==> config.mk <==
export PLATFORM = sky130hd
export DESIGN_NAME = pixel_packer
export DESIGN_NICKNAME = d
export VERILOG_FILES = /design/src/rtl/pixel_packer_pkg.sv /design/src/rtl/pixel_fifo.sv /design/src/rtl/pixel_packer.sv
export SDC_FILE = /design/constraint.sdc
export NUM_CORES = 1
export LEC_CHECK = 0
export ABC_AREA = 1
export BUFFER_PORTS_ARGS = -buffer_cell sky130_fd_sc_hd__buf_4
export CAP_MARGIN = 20
export CORE_ASPECT_RATIO = 1.1
export CORE_UTILIZATION = 40
export CTS_CLUSTER_SIZE = 12
export DETAILED_ROUTE_END_ITERATION = 10
export PLACE_DENSITY = 0.55
export SLEW_MARGIN = 10
export SYNTH_ARGS = -nofsm -noshare
export SYNTH_HDL_FRONTEND = slang
export SYNTH_SLANG_ARGS = --single-unit
==> constraint.sdc <==
create_clock -name clk -period 2.19 [get_ports clk]
set_input_delay 0.3285 -clock clk [delete_from_list [all_inputs] [get_ports clk]]
set_output_delay 0.3285 -clock clk [all_outputs]
set_load 0.1 [all_outputs]
==> src/rtl/pixel_packer_pkg.sv <==
// Shared definitions for the pixel packer: pixel width, FSM state encoding
// and the layout of one buffered byte (last flag + two packed pixels).
package pixel_packer_pkg;

  localparam int unsigned PIX_BITS  = 4;
  localparam int unsigned BYTE_BITS = 2 * PIX_BITS;

  typedef enum logic [1:0] {
    ST_IDLE  = 2'd0,
    ST_RUN   = 2'd1,
    ST_DRAIN = 2'd2
  } state_t;

  typedef struct packed {
    logic                 last;
    logic [BYTE_BITS-1:0] data;
  } fifo_entry_t;

  // The first pixel of a pair occupies the upper nibble.
  function automatic fifo_entry_t pack_entry(input logic                last,
                                             input logic [PIX_BITS-1:0] hi,
                                             input logic [PIX_BITS-1:0] lo);
    fifo_entry_t e;
    e.last = last;
    e.data = {hi, lo};
    return e;
  endfunction

endpackage

==> src/rtl/pixel_fifo.sv <==
// Synchronous FIFO of packed bytes with count-based full/empty.
// The head entry reads as zero while empty so idle outputs stay quiet.
module pixel_fifo
  import pixel_packer_pkg::*;
#(
  parameter int unsigned DEPTH = 4
) (
  input  logic        clk,
  input  logic        reset,
  input  logic        push,
  input  fifo_entry_t push_entry,
  input  logic        pop,
  output fifo_entry_t head,
  output logic        empty,
  output logic        full
);

  localparam int unsigned AW = $clog2(DEPTH);
  localparam int unsigned CW = AW + 1;

  if (DEPTH < 2 || (DEPTH & (DEPTH - 1)) != 0) begin : g_bad_depth
    $error("pixel_fifo: DEPTH must be a power of two >= 2");
  end

  fifo_entry_t   mem [DEPTH];
  logic [AW-1:0] wr_ptr;
  logic [AW-1:0] rd_ptr;
  logic [CW-1:0] count;
  logic          do_push;
  logic          do_pop;

  assign empty   = (count == '0);
  assign full    = (count == CW'(DEPTH));
  assign do_push = push && !full;
  assign do_pop  = pop && !empty;

  always_ff @(posedge clk) begin
    if (reset) begin
      wr_ptr <= '0;
      rd_ptr <= '0;
      count  <= '0;
    end else begin
      if (do_push) wr_ptr <= wr_ptr + AW'(1);
      if (do_pop)  rd_ptr <= rd_ptr + AW'(1);
      if (do_push && !do_pop)      count <= count + CW'(1);
      else if (do_pop && !do_push) count <= count - CW'(1);
    end
  end

  always_ff @(posedge clk) begin
    if (do_push) mem[wr_ptr] <= push_entry;
  end

  assign head = empty ? '0 : mem[rd_ptr];

  a_no_push_when_full : assert property (@(posedge clk) disable iff (reset) !(push && full));

endmodule

==> src/rtl/pixel_packer.sv <==
// Requests pixels from the iteration engine one at a time, packs pairs of
// 4-bit pixels into bytes and buffers them for a ready/valid consumer.
module pixel_packer
  import pixel_packer_pkg::*;
#(
  parameter int unsigned FIFO_DEPTH = 4,
  parameter int unsigned PIX_BITS   = pixel_packer_pkg::PIX_BITS
) (
  input  logic                  clk,
  input  logic                  reset,
  input  logic                  start,
  input  logic                  engine_running,
  input  logic                  pix_valid,
  input  logic [PIX_BITS-1:0]   pix_data,
  input  logic                  pix_last,
  output logic                  req_run,
  output logic [2*PIX_BITS-1:0] out_data,
  output logic                  out_valid,
  input  logic                  out_ready,
  output logic                  out_last,
  output logic                  busy,
  output logic                  frame_done
);

  state_t              state;
  state_t              state_next;
  logic                outstanding;
  logic                phase;
  logic [PIX_BITS-1:0] nibble;
  logic                accept;
  logic                push;
  logic                pop;
  logic                req_int;
  logic                done_int;
  logic                fifo_empty;
  logic                fifo_full;
  fifo_entry_t         push_entry;
  fifo_entry_t         head;

  // Pixels only count while a frame is running.
  assign accept = (state == ST_RUN) && pix_valid;

  always_ff @(posedge clk) begin
    if (reset) state <= ST_IDLE;
    else       state <= state_next;
  end

  always_comb begin
    state_next = state;
    req_int    = 1'b0;
    done_int   = 1'b0;
    case (state)
      ST_IDLE: begin
        if (start) state_next = ST_RUN;
      end
      ST_RUN: begin
        // A stray pix_valid this cycle would otherwise race the new request.
        req_int = !engine_running && !outstanding && !fifo_full && !pix_valid;
        if (accept && pix_last) state_next = ST_DRAIN;
      end
      ST_DRAIN: begin
        if (fifo_empty) begin
          state_next = ST_IDLE;
          done_int   = 1'b1;
        end
      end
      default: state_next = ST_IDLE;
    endcase
  end

  always_ff @(posedge clk) begin
    if (reset) begin
      outstanding <= 1'b0;
      phase       <= 1'b0;
      nibble      <= '0;
    end else begin
      if (req_int)        outstanding <= 1'b1;
      else if (pix_valid) outstanding <= 1'b0;

      if (accept) begin
        if (phase || pix_last) begin
          phase  <= 1'b0;
          nibble <= '0;
        end else begin
          phase  <= 1'b1;
          nibble <= pix_data;
        end
      end
    end
  end

  // A last pixel landing on the first half of a pair flushes with a zero low nibble.
  assign push       = accept && (phase || pix_last);
  assign push_entry = phase ? pack_entry(pix_last, nibble, pix_data)
                            : pack_entry(pix_last, pix_data, '0);

  pixel_fifo #(
    .DEPTH(FIFO_DEPTH)
  ) u_fifo (
    .clk       (clk),
    .reset     (reset),
    .push      (push),
    .push_entry(push_entry),
    .pop       (pop),
    .head      (head),
    .empty     (fifo_empty),
    .full      (fifo_full)
  );

  assign out_valid  = !fifo_empty && !reset;
  assign pop        = out_valid && out_ready;
  assign out_data   = reset ? '0 : head.data;
  assign out_last   = !reset && head.last;
  assign req_run    = req_int && !reset;
  assign busy       = (state != ST_IDLE) && !reset;
  assign frame_done = done_int && !reset;

endmodule

# Word level (Yosys, flattened, before mapping)
# Memories as Yosys holds them, arrays and structs flattened. A register that Yosys moved wholly into a read port is not among the register bits.
# Cells that the tools add are included.
[word_totals] regBits=15 elab_cells=69 out_inout_bits=13 n_memories=1 in_bits=11 latch_bits=0 rom_bits=0 mem_bits_rw=36
[op_classes] order_cmp=0 addsub=4 div_mod_pow=0 mul=0 reduce_logical=31 shifts=0 bitwise_logic=0 n_eq_ne=6 n_mux=20
[memory_table] memory="u_fifo.mem" words=4 word_bits=9 read_ports=1 rd_clocked_by_memory_dff=1 wr=1 line="pixel_fifo.sv:25" text="fifo_entry_t mem [DEPTH];"
[ops] cell="1-bit logical AND" count=16
[ops] cell="8-bit 2-to-1 mux" count=2
[ops] cell="2-bit 2-to-1 mux" count=5
[ops] cell="9-bit 2-to-1 mux" count=1
[ops] cell="1-bit logical NOT" count=8
[ops] cell="1-bit 2-to-1 mux" count=8
[ops] cell="3-bit 2-to-1 mux" count=2
[ops] cell="2-bit case mux with 3 select lines" count=1
[ops] cell="2-bit nonzero test" count=3
[ops] cell="2-bit by 1-bit adder with 2-bit output (second input constant)" count=2
[ops] cell="4-bit 2-to-1 mux" count=1
[ops] cell="2-bit by 1-bit != test with 1-bit output (second input constant)" count=2
[ops] cell="3-bit by 1-bit adder with 3-bit output (second input constant)" count=1
[ops] cell="3-bit == test (second input constant)" count=1
[ops] cell="3-bit logical NOT" count=1
[ops] cell="3-bit AND reduction" count=1
[ops] cell="3-bit by 1-bit subtractor with 3-bit output (second input constant)" count=1
[ops] cell="2-bit by 1-bit == test with 1-bit output (second input constant)" count=1
[ops] cell="2-bit == test (second input constant)" count=1
[ops] cell="2-bit logical NOT" count=1
[ops] cell="2-bit != test (second input constant)" count=1
[ops] cell="1-bit logical OR" count=1

# Depth between registers and ports, before layout
# Gate-level depths: netlist of run 1.
[logic_depth] word_depth=8 mapped_depth=14 mapped_depth_nobuf=14

# By module
# A second synthesis of run 1 with hierarchy kept.
[unflattened] cells_unflattened=273 area_unflattened_um2=2453.6
[by_module_without_submodules] mod="pixel_fifo" seq_area_each_um2=1261.2 instances=1 cells_per_inst=175 area_per_inst_um2=1916.8
[by_module_without_submodules] mod="pixel_packer" seq_area_each_um2=160.2 instances=1 cells_per_inst=98 area_per_inst_um2=536.8

# Worst setup path after synthesis of run 1
# OpenSTA, ideal clock, no wires.
[synth_path] path_kind="reg2out" startpoint="register u_fifo.count[0]" endpoint="output port frame_done" required_ns=1.862 arrival_ns=3.416 n_path_buf=0 stages_incl_launch_ff=4 slack_ns=-1.554 path_cell_list="dfxtp_1 -> nor2_2 -> nand2_2 -> nor4_1"
[synth_between] elab_chain_len=4
[synth_lines] element="start: declaration" line="pixel_fifo.sv:28" text="logic [CW-1:0] count;"
[synth_lines] element="start signal: assignment" line="pixel_fifo.sv:45" text="if (do_push && !do_pop) count <= count + CW'(1);"
[synth_lines] element="start signal: assignment" line="pixel_fifo.sv:46" text="else if (do_pop && !do_push) count <= count - CW'(1);"
[synth_lines] element="3-bit logical NOT" line="pixel_fifo.sv:32" text="assign empty = (count == '0);"
[synth_lines] element="1-bit 2-to-1 mux" line="pixel_packer.sv:62" text="if (fifo_empty) begin"
[synth_lines] element="1-bit 2-to-1 mux" line="pixel_packer.sv:52" text="case (state)"
[synth_lines] element="1-bit logical AND" line="pixel_packer.sv:116" text="assign frame_done = done_int && !reset;"
[synth_lines] element="end: declaration" line="pixel_packer.sv:22" text="output logic frame_done"
# Every way passes these cells.

==> results of run 1 <==
[logic make-up (layout without fill, tap and decap cells)]
kind of cell,count (synthesis),after routing,share of synthesized area
AO/OA/AOI/OAI,46,46,0.102
AND/OR/NAND/NOR,103,103,0.193
adder cells (fa/ha/maj),6,6,0.0348
buffers and inverters,36,70,0.0721
flip-flops,53,53,0.598
[cell type report]
| cell class | count | share of cell area |
|---|---|---|
| clock buffers | 5 | 0.0248 |
| flip-flops and latches | 53 | 0.513 |
| multi-input cells | 155 | 0.290 |
| inverters | 30 | 0.0425 |
| clock inverters | 3 | 0.00632 |
| well taps | 77 | 0.0348 |
| repair buffers | 32 | 0.0881 |
[routing by layer]
metal	vias up	track usage	wire (µm)
met5	-	0	0
met4	0	0.0505	40
met3	4	0.0328	174
met2	29	0.263	2200
met1	734	0.195	1970
li1	860	-	-
[Yosys cell counts, drive strengths merged]
| cell | n |
|---|---|
| o21ai | 31 |
| nand4 | 2 |
| buf | 6 |
| nand3 | 5 |
| ha | 5 |
| nor4 | 1 |
| dfxtp | 17 |
| edfxtp | 36 |
| nand3b | 1 |
| nor2 | 63 |
| fa | 1 |
| inv | 29 |
| a21oi | 15 |
| nand2 | 31 |
| clkinv | 1 |
[registers in the layout (all words and copies together), names as in the netlist, named ones only]
signal,cells
nibble,4
outstanding,1
u_fifo.mem,36
phase,1
u_fifo.count,3
u_fifo.rd_ptr,2
u_fifo.wr_ptr,2
state,2
[power groups by stage]
stage / Sequential [mW] / Clock, mW / Combinational, mW
finish: 1.12 / 0.526 / 0.474
global route: 1.13 / 0.583 / 0.523
CTS: 1.12 / 0.544 / 0.480
detailed placement: 1.15 / 0 / 0.480
global placement: 1.14 / 0 / 0.477
floorplan: 1.14 / 0 / 0.375
[critical path, stage by stage (launching register included)]
cell and delay [ns]:
dfxtp_1 0.33, buf_4 0.17, inv_2 0.23, o21ai_0 0.14, a21oi_1 0.25, buf_6 0.26
[metrics by stage]
stage	instance area, µm²	power, mW	hold WS [ns]
floorplan	2400	1.52	0.398
detailed placement	2680	1.63	0.482
global placement	2680	1.62	0.480
CTS	2770	2.15	0.252
finish	2770	2.12	0.256
global route	2770	2.23	0.248
[worst max-delay path by stage]
stage / start / end / slack [ns] / cells after the start
after floorplan: u_fifo.count[0]$_SDFFE_PP0P_ / out_data[0] / -0.33 / 4
after global placement: state[0]$_SDFFE_PP0P_ / u_fifo.count[2]$_SDFFE_PP0P_ / 0.32 / 13
after detailed placement: state[0]$_SDFFE_PP0P_ / u_fifo.count[2]$_SDFFE_PP0P_ / 0.29 / 13
after CTS: u_fifo.count[0]$_SDFFE_PP0P_ / out_last / 0.11 / 5
after global routing: u_fifo.count[0]$_SDFFE_PP0P_ / out_last / 0.003 / 5
final: register / out_last / 0.18 / 5
==> flow_summary.yaml, run 1 <==
clock_tree:
  cts-root-buf: "clkbuf_8"
  cts_buffers: 5
  htreeDepth: 2
  postCtsHoldBufs: 0
  path_clk_slew_ns: 0.09
  cts_sinks: 53
  clk_path_buf_depth: 2
  cts_resized: 0
  post_cts.repair.setup_buffers: 0
  clk_latency_ns: 0.30
  cts_tree: "built"
timing:
  slew_headroom: 0.616
  worst_slack_ns: 0.176
  fin_crit_ns: 2.01
  tns_ns: 0
  tightest_slew_ns: 0.570
  skew_ns: 0.00946
  post-route-period-util: 0.920
  finalHoldViolCount: 0
  rsz0062_at_grt: "false"
  setup_violations: 0
  fmax_mhz: 496
  finalMaxSlewViolations: 0
power_and_ir_drop:
  power_density_nw_per_um2: 766
  switching_share: 0.322
  clockPowerShare: 0.248
  peakVddDrop_mv: 0.433
  p_comb_frac: 0.224
  leakage_nw: 1.13
  p_seq_frac: 0.529
  internal_power_mw: 1.44
  p_switching_uw: 683
logic_synthesis:
  synth_seq_cells: 53
  avgSynthCellArea_um2: 9.74
  yosys.area.top_type: "edfxtp_1"
  yosysSeqAreaShare: 0.598
  synth_top_area_share: 0.455
  yosysWarnings: 0
  ys_types: 26
  netlist_area_um2: 2380
  yosys-top-cells-area: "edfxtp_1 (45%), dfxtp_1 (14%), nor2_1 (9.2%)"
  syn-instance-count: 244
  syn_nets: 261
cells_and_area:
  fin_cells: 355
  multi_input_area_um2: 805
  final_common_cell: "nor2_1"
  final_nets: 294
  n_antenna_cell: 0
  regArea_um2: 1420
  fin_util: 0.483
  nFillCells: 563
  syn_to_final_growth_pct: 16.6
  layout_common_cells: "nor2_1 (57), edfxtp_1 (36), buf_4 (31), nand2_1 (27), inv_1 (25)"
  drive_above_1_share: 0.212
die:
  die_h_um: 82.8
  chipWidth_um: 75.5
  core_area_um2: 5730
  design.die.area_um2: 6250
  rows: 29
  io_pins: 24
  start_util: 0.414
critical_path:
  worstSetupPathType: "register to output pin"
  rrSetupSlack_ns: 0.28
  path_max_fanout: 18
  worstRegToRegCells: 13
  reg2reg_to: "u_fifo.count[2]$_SDFFE_PP0P_"
  end_kind: "output pin"
  critPathArrivalTime_ns: 1.69
  critPathLaunchType: "register"
  worst_ep_required_time_ns: 1.86
  reg2reg_from: "state[0]$_SDFFE_PP0P_"
hold_path:
  worstHoldPathType: "input port to register"
  whs_path_depth: 2
  hold_start: "reset"
  hold_end: "state[1]$_SDFFE_PP0P_"
route:
  routed-via-count: 1627
  drtAntennaViolNets: 0
  vias_per_cell: 4.58
  dr.pass1.iters: 4
  drc: 0
  wl_um: 4390
  wire_per_inst_um: 12.4
  dr.first_iter.drc_count: 83
placed_design:
  preCtsSetupSlack_ns: 0.290
  portBuffers: 23
  place_inst: 347
  routabilityCongestion: 0.728
  dp_hpwl_um: 3100
run:
  cap_violations: 0
global_route:
  antenna_found_initial: 0
  first_global_vias: 1544
  grt_usage: 0.156
  grt_pass1_wl_um: 7270
  overflow: 0
  grt_start_max_net_pins: 19
outcome:
  run_status: "complete, no violations"
(Power assumes the default switching activity.)
==> run 2, diff against run 1 <==
--- a/config.mk
+++ b/config.mk
@@ -12,7 +12,7 @@
 export CORE_UTILIZATION = 40
 export CTS_CLUSTER_SIZE = 12
 export DETAILED_ROUTE_END_ITERATION = 10
-export PLACE_DENSITY = 0.55
+export PLACE_DENSITY = 0.57
 export SLEW_MARGIN = 10
 export SYNTH_ARGS = -nofsm -noshare
 export SYNTH_HDL_FRONTEND = slang
==> constraint.sdc (replaced) <==
create_clock -name clk -period 1.85 [get_ports clk]
set_input_delay 0.2775 -clock clk [delete_from_list [all_inputs] [get_ports clk]]
set_output_delay 0.2775 -clock clk [all_outputs]
set_load 0.1 [all_outputs]
==> flow_summary.yaml, run 2 (synthesis gave the netlist of run 1 again) <==
outcome:
  run_status: "complete, no violations"
global_route:
  grt_usage: 0.166
  grtUsageMet2: 0.277
  overflow: 0
  first_global_vias: 1592
  antenna_found_initial: 0
  busiest_layer: "met2"
  grt_util_met1: 0.212
  grt_start_max_net_pins: 19
  met3_usage: 0.0340
  grt_pass1_wl_um: 7610
route:
  routed-via-count: 1690
  dr.pass1.iters: 4
  drc: 0
  wl_um: 4710
  wire_per_inst_um: 12.9
  dr.first_iter.drc_count: 104
  vias_per_cell: 4.63
  drtAntennaViolNets: 0
cells_and_area:
  top_regs: "u_fifo.mem x36, nibble x4, u_fifo.count x3"
  largest_reg_flops: 36
  syn_to_final_growth_pct: 33.0
  final_nets: 304
  drive_above_1_share: 0.313
  final_common_cell: "nor2_1"
  layout_common_cells: "nor2_1 (55), edfxtp_1 (36), nand2_1 (27), buf_4 (27), inv_1 (25)"
  largest_register: "u_fifo.mem"
  fin_util: 0.551
  n_antenna_cell: 0
critical_path:
  cpPeakStageDelay_ns: 0.34
  end_kind: "output pin"
  critPathSlowestCell: "dfxtp_2"
  cp_cell_sequence: "inv_1, nand2_2, buf_6, nand2_4, clkbuf_16, a21oi_4, buf_12"
  worstSetupPathType: "register to output pin"
  critPathArrivalTime_ns: 1.52
  critPathLaunchType: "register"
  path_max_fanout: 5
  crit_buf_inv: 4
  worst_ep_required_time_ns: 1.57
  path_delay_family: "buffers and inverters"
placed_design:
  routabilityCongestion: 0.726
  preCtsSetupSlack_ns: 0.0462
  portBuffers: 23
  dp_hpwl_um: 3230
power_and_ir_drop:
  p_switching_uw: 884
  p_seq_frac: 0.458
  clockPowerShare: 0.276
  power_density_nw_per_um2: 920
  leakage_nw: 1.25
  internal_power_mw: 2.02
  p_comb_frac: 0.267
  peakVddDrop_mv: 0.608
  switching_share: 0.304
clock_tree:
  cts_sinks: 53
  cts_tree: "built"
  path_clk_slew_ns: 0.09
  postCtsHoldBufs: 0
  clk_path_buf_depth: 2
  cts_buffers: 5
  htreeDepth: 2
  cts-root-buf: "clkbuf_8"
  clk_latency_ns: 0.30
die:
  die_h_um: 82.8
  chipWidth_um: 75.5
  io_pins: 24
  core_area_um2: 5730
  start_util: 0.414
  rows: 29
  design.die.area_um2: 6250
timing:
  rsz0062_at_grt: "true"
  finalMaxSlewViolations: 0
  slew_headroom: 0.651
  post-route-period-util: 0.971
  skew_ns: 0.00802
  fin_crit_ns: 1.80
  finalHoldViolCount: 0
  worst_slack_ns: 0.0529
  setup_violations: 0
  fmax_mhz: 556
  tightest_slew_ns: 0.518
run:
  cap_violations: 0
hold_path:
  worstHoldPathType: "input port to register"
[run 2: cell count changes in the layout (fill, tap and decap cells not counted), sizes merged]
cell	delta
clkbuf	+3
clkinv	-3
buf	+9
bufinv	+1
[run 2: worst register-to-register path, stage by stage (launching register included)]
cell and delay, ns:
dfxtp_4 0.37, nor2_4 0.12, nand2_2 0.08, nand2_4 0.11
clkinv_4 0.05, ha_1 0.17, inv_1 0.11, fa_2 0.44
o21ai_0 0.15, nor2_1 0.06
[run 2: power by group through the flow]
stage | sequential (mW) | clock, mW | combinational [mW]
6_report | 1.33 | 0.801 | 0.775
3_3_place_gp | 1.35 | 0 | 0.651
4_1_cts | 1.33 | 0.815 | 0.699
2_1_floorplan | 1.35 | 0 | 0.490
5_1_grt | 1.33 | 0.874 | 0.832
3_5_place_dp | 1.35 | 0 | 0.658
[run 2: worst paths after layout]
check                                                  start                            to  slack (ns)  cells past startpoint
worst min-delay path                                   reset         state[0]$_SDFFE_PP0P_        0.20                      2
worst max register to register  u_fifo.count[0]$_SDFFE_PP0P_  u_fifo.count[1]$_SDFFE_PP0P_        0.09                      9
worst min register to register      outstanding$_SDFFE_PP0P_      outstanding$_SDFFE_PP0P_        0.48                      2
worst max-delay path            u_fifo.count[2]$_SDFFE_PP0P_                   out_data[7]        0.05                      7
[run 2: per-stage QoR]
stage	instances	setup TNS (ns)	hold WS [ns]	power, mW	area (µm²)
2_1_floorplan	244	-0.0110	0.347	1.84	2500
3_3_place_gp	353	0	0.469	2.00	2840
3_5_place_dp	353	0	0.477	2.01	2840
4_1_cts	361	-0.00974	0.200	2.84	3030
5_1_grt	365	-0.0627	0.193	3.04	3160
6_report	365	0	0.202	2.91	3160
[run 2: cell type report]
| type | count | area (µm²) |
|---|---|---|
| clock inverters | 1 | 30.0 |
| fillers | 540 | 2570 |
| flip-flops and latches | 53 | 1440 |
| well taps | 77 | 96.3 |
| clock buffers | 7 | 86.3 |
| multi-input cells | 155 | 938 |
| inverters | 30 | 120 |
| repair buffers | 42 | 454 |
[run 2: metal layers]
layer / vias to the layer above / wire length [µm]
met5: - / 0
met4: 0 / 70
met3: 5 / 127
met2: 26 / 2380
met1: 774 / 2130
li1: 885 / -
[run 2: what timing repair did]
item | CTS | global route
setup buffers | 0 | 3
gates cloned | 0 | 1
pin swaps | 0 | 1
gates resized for setup | 22 | 34
setup endpoints to repair | 10 | 13
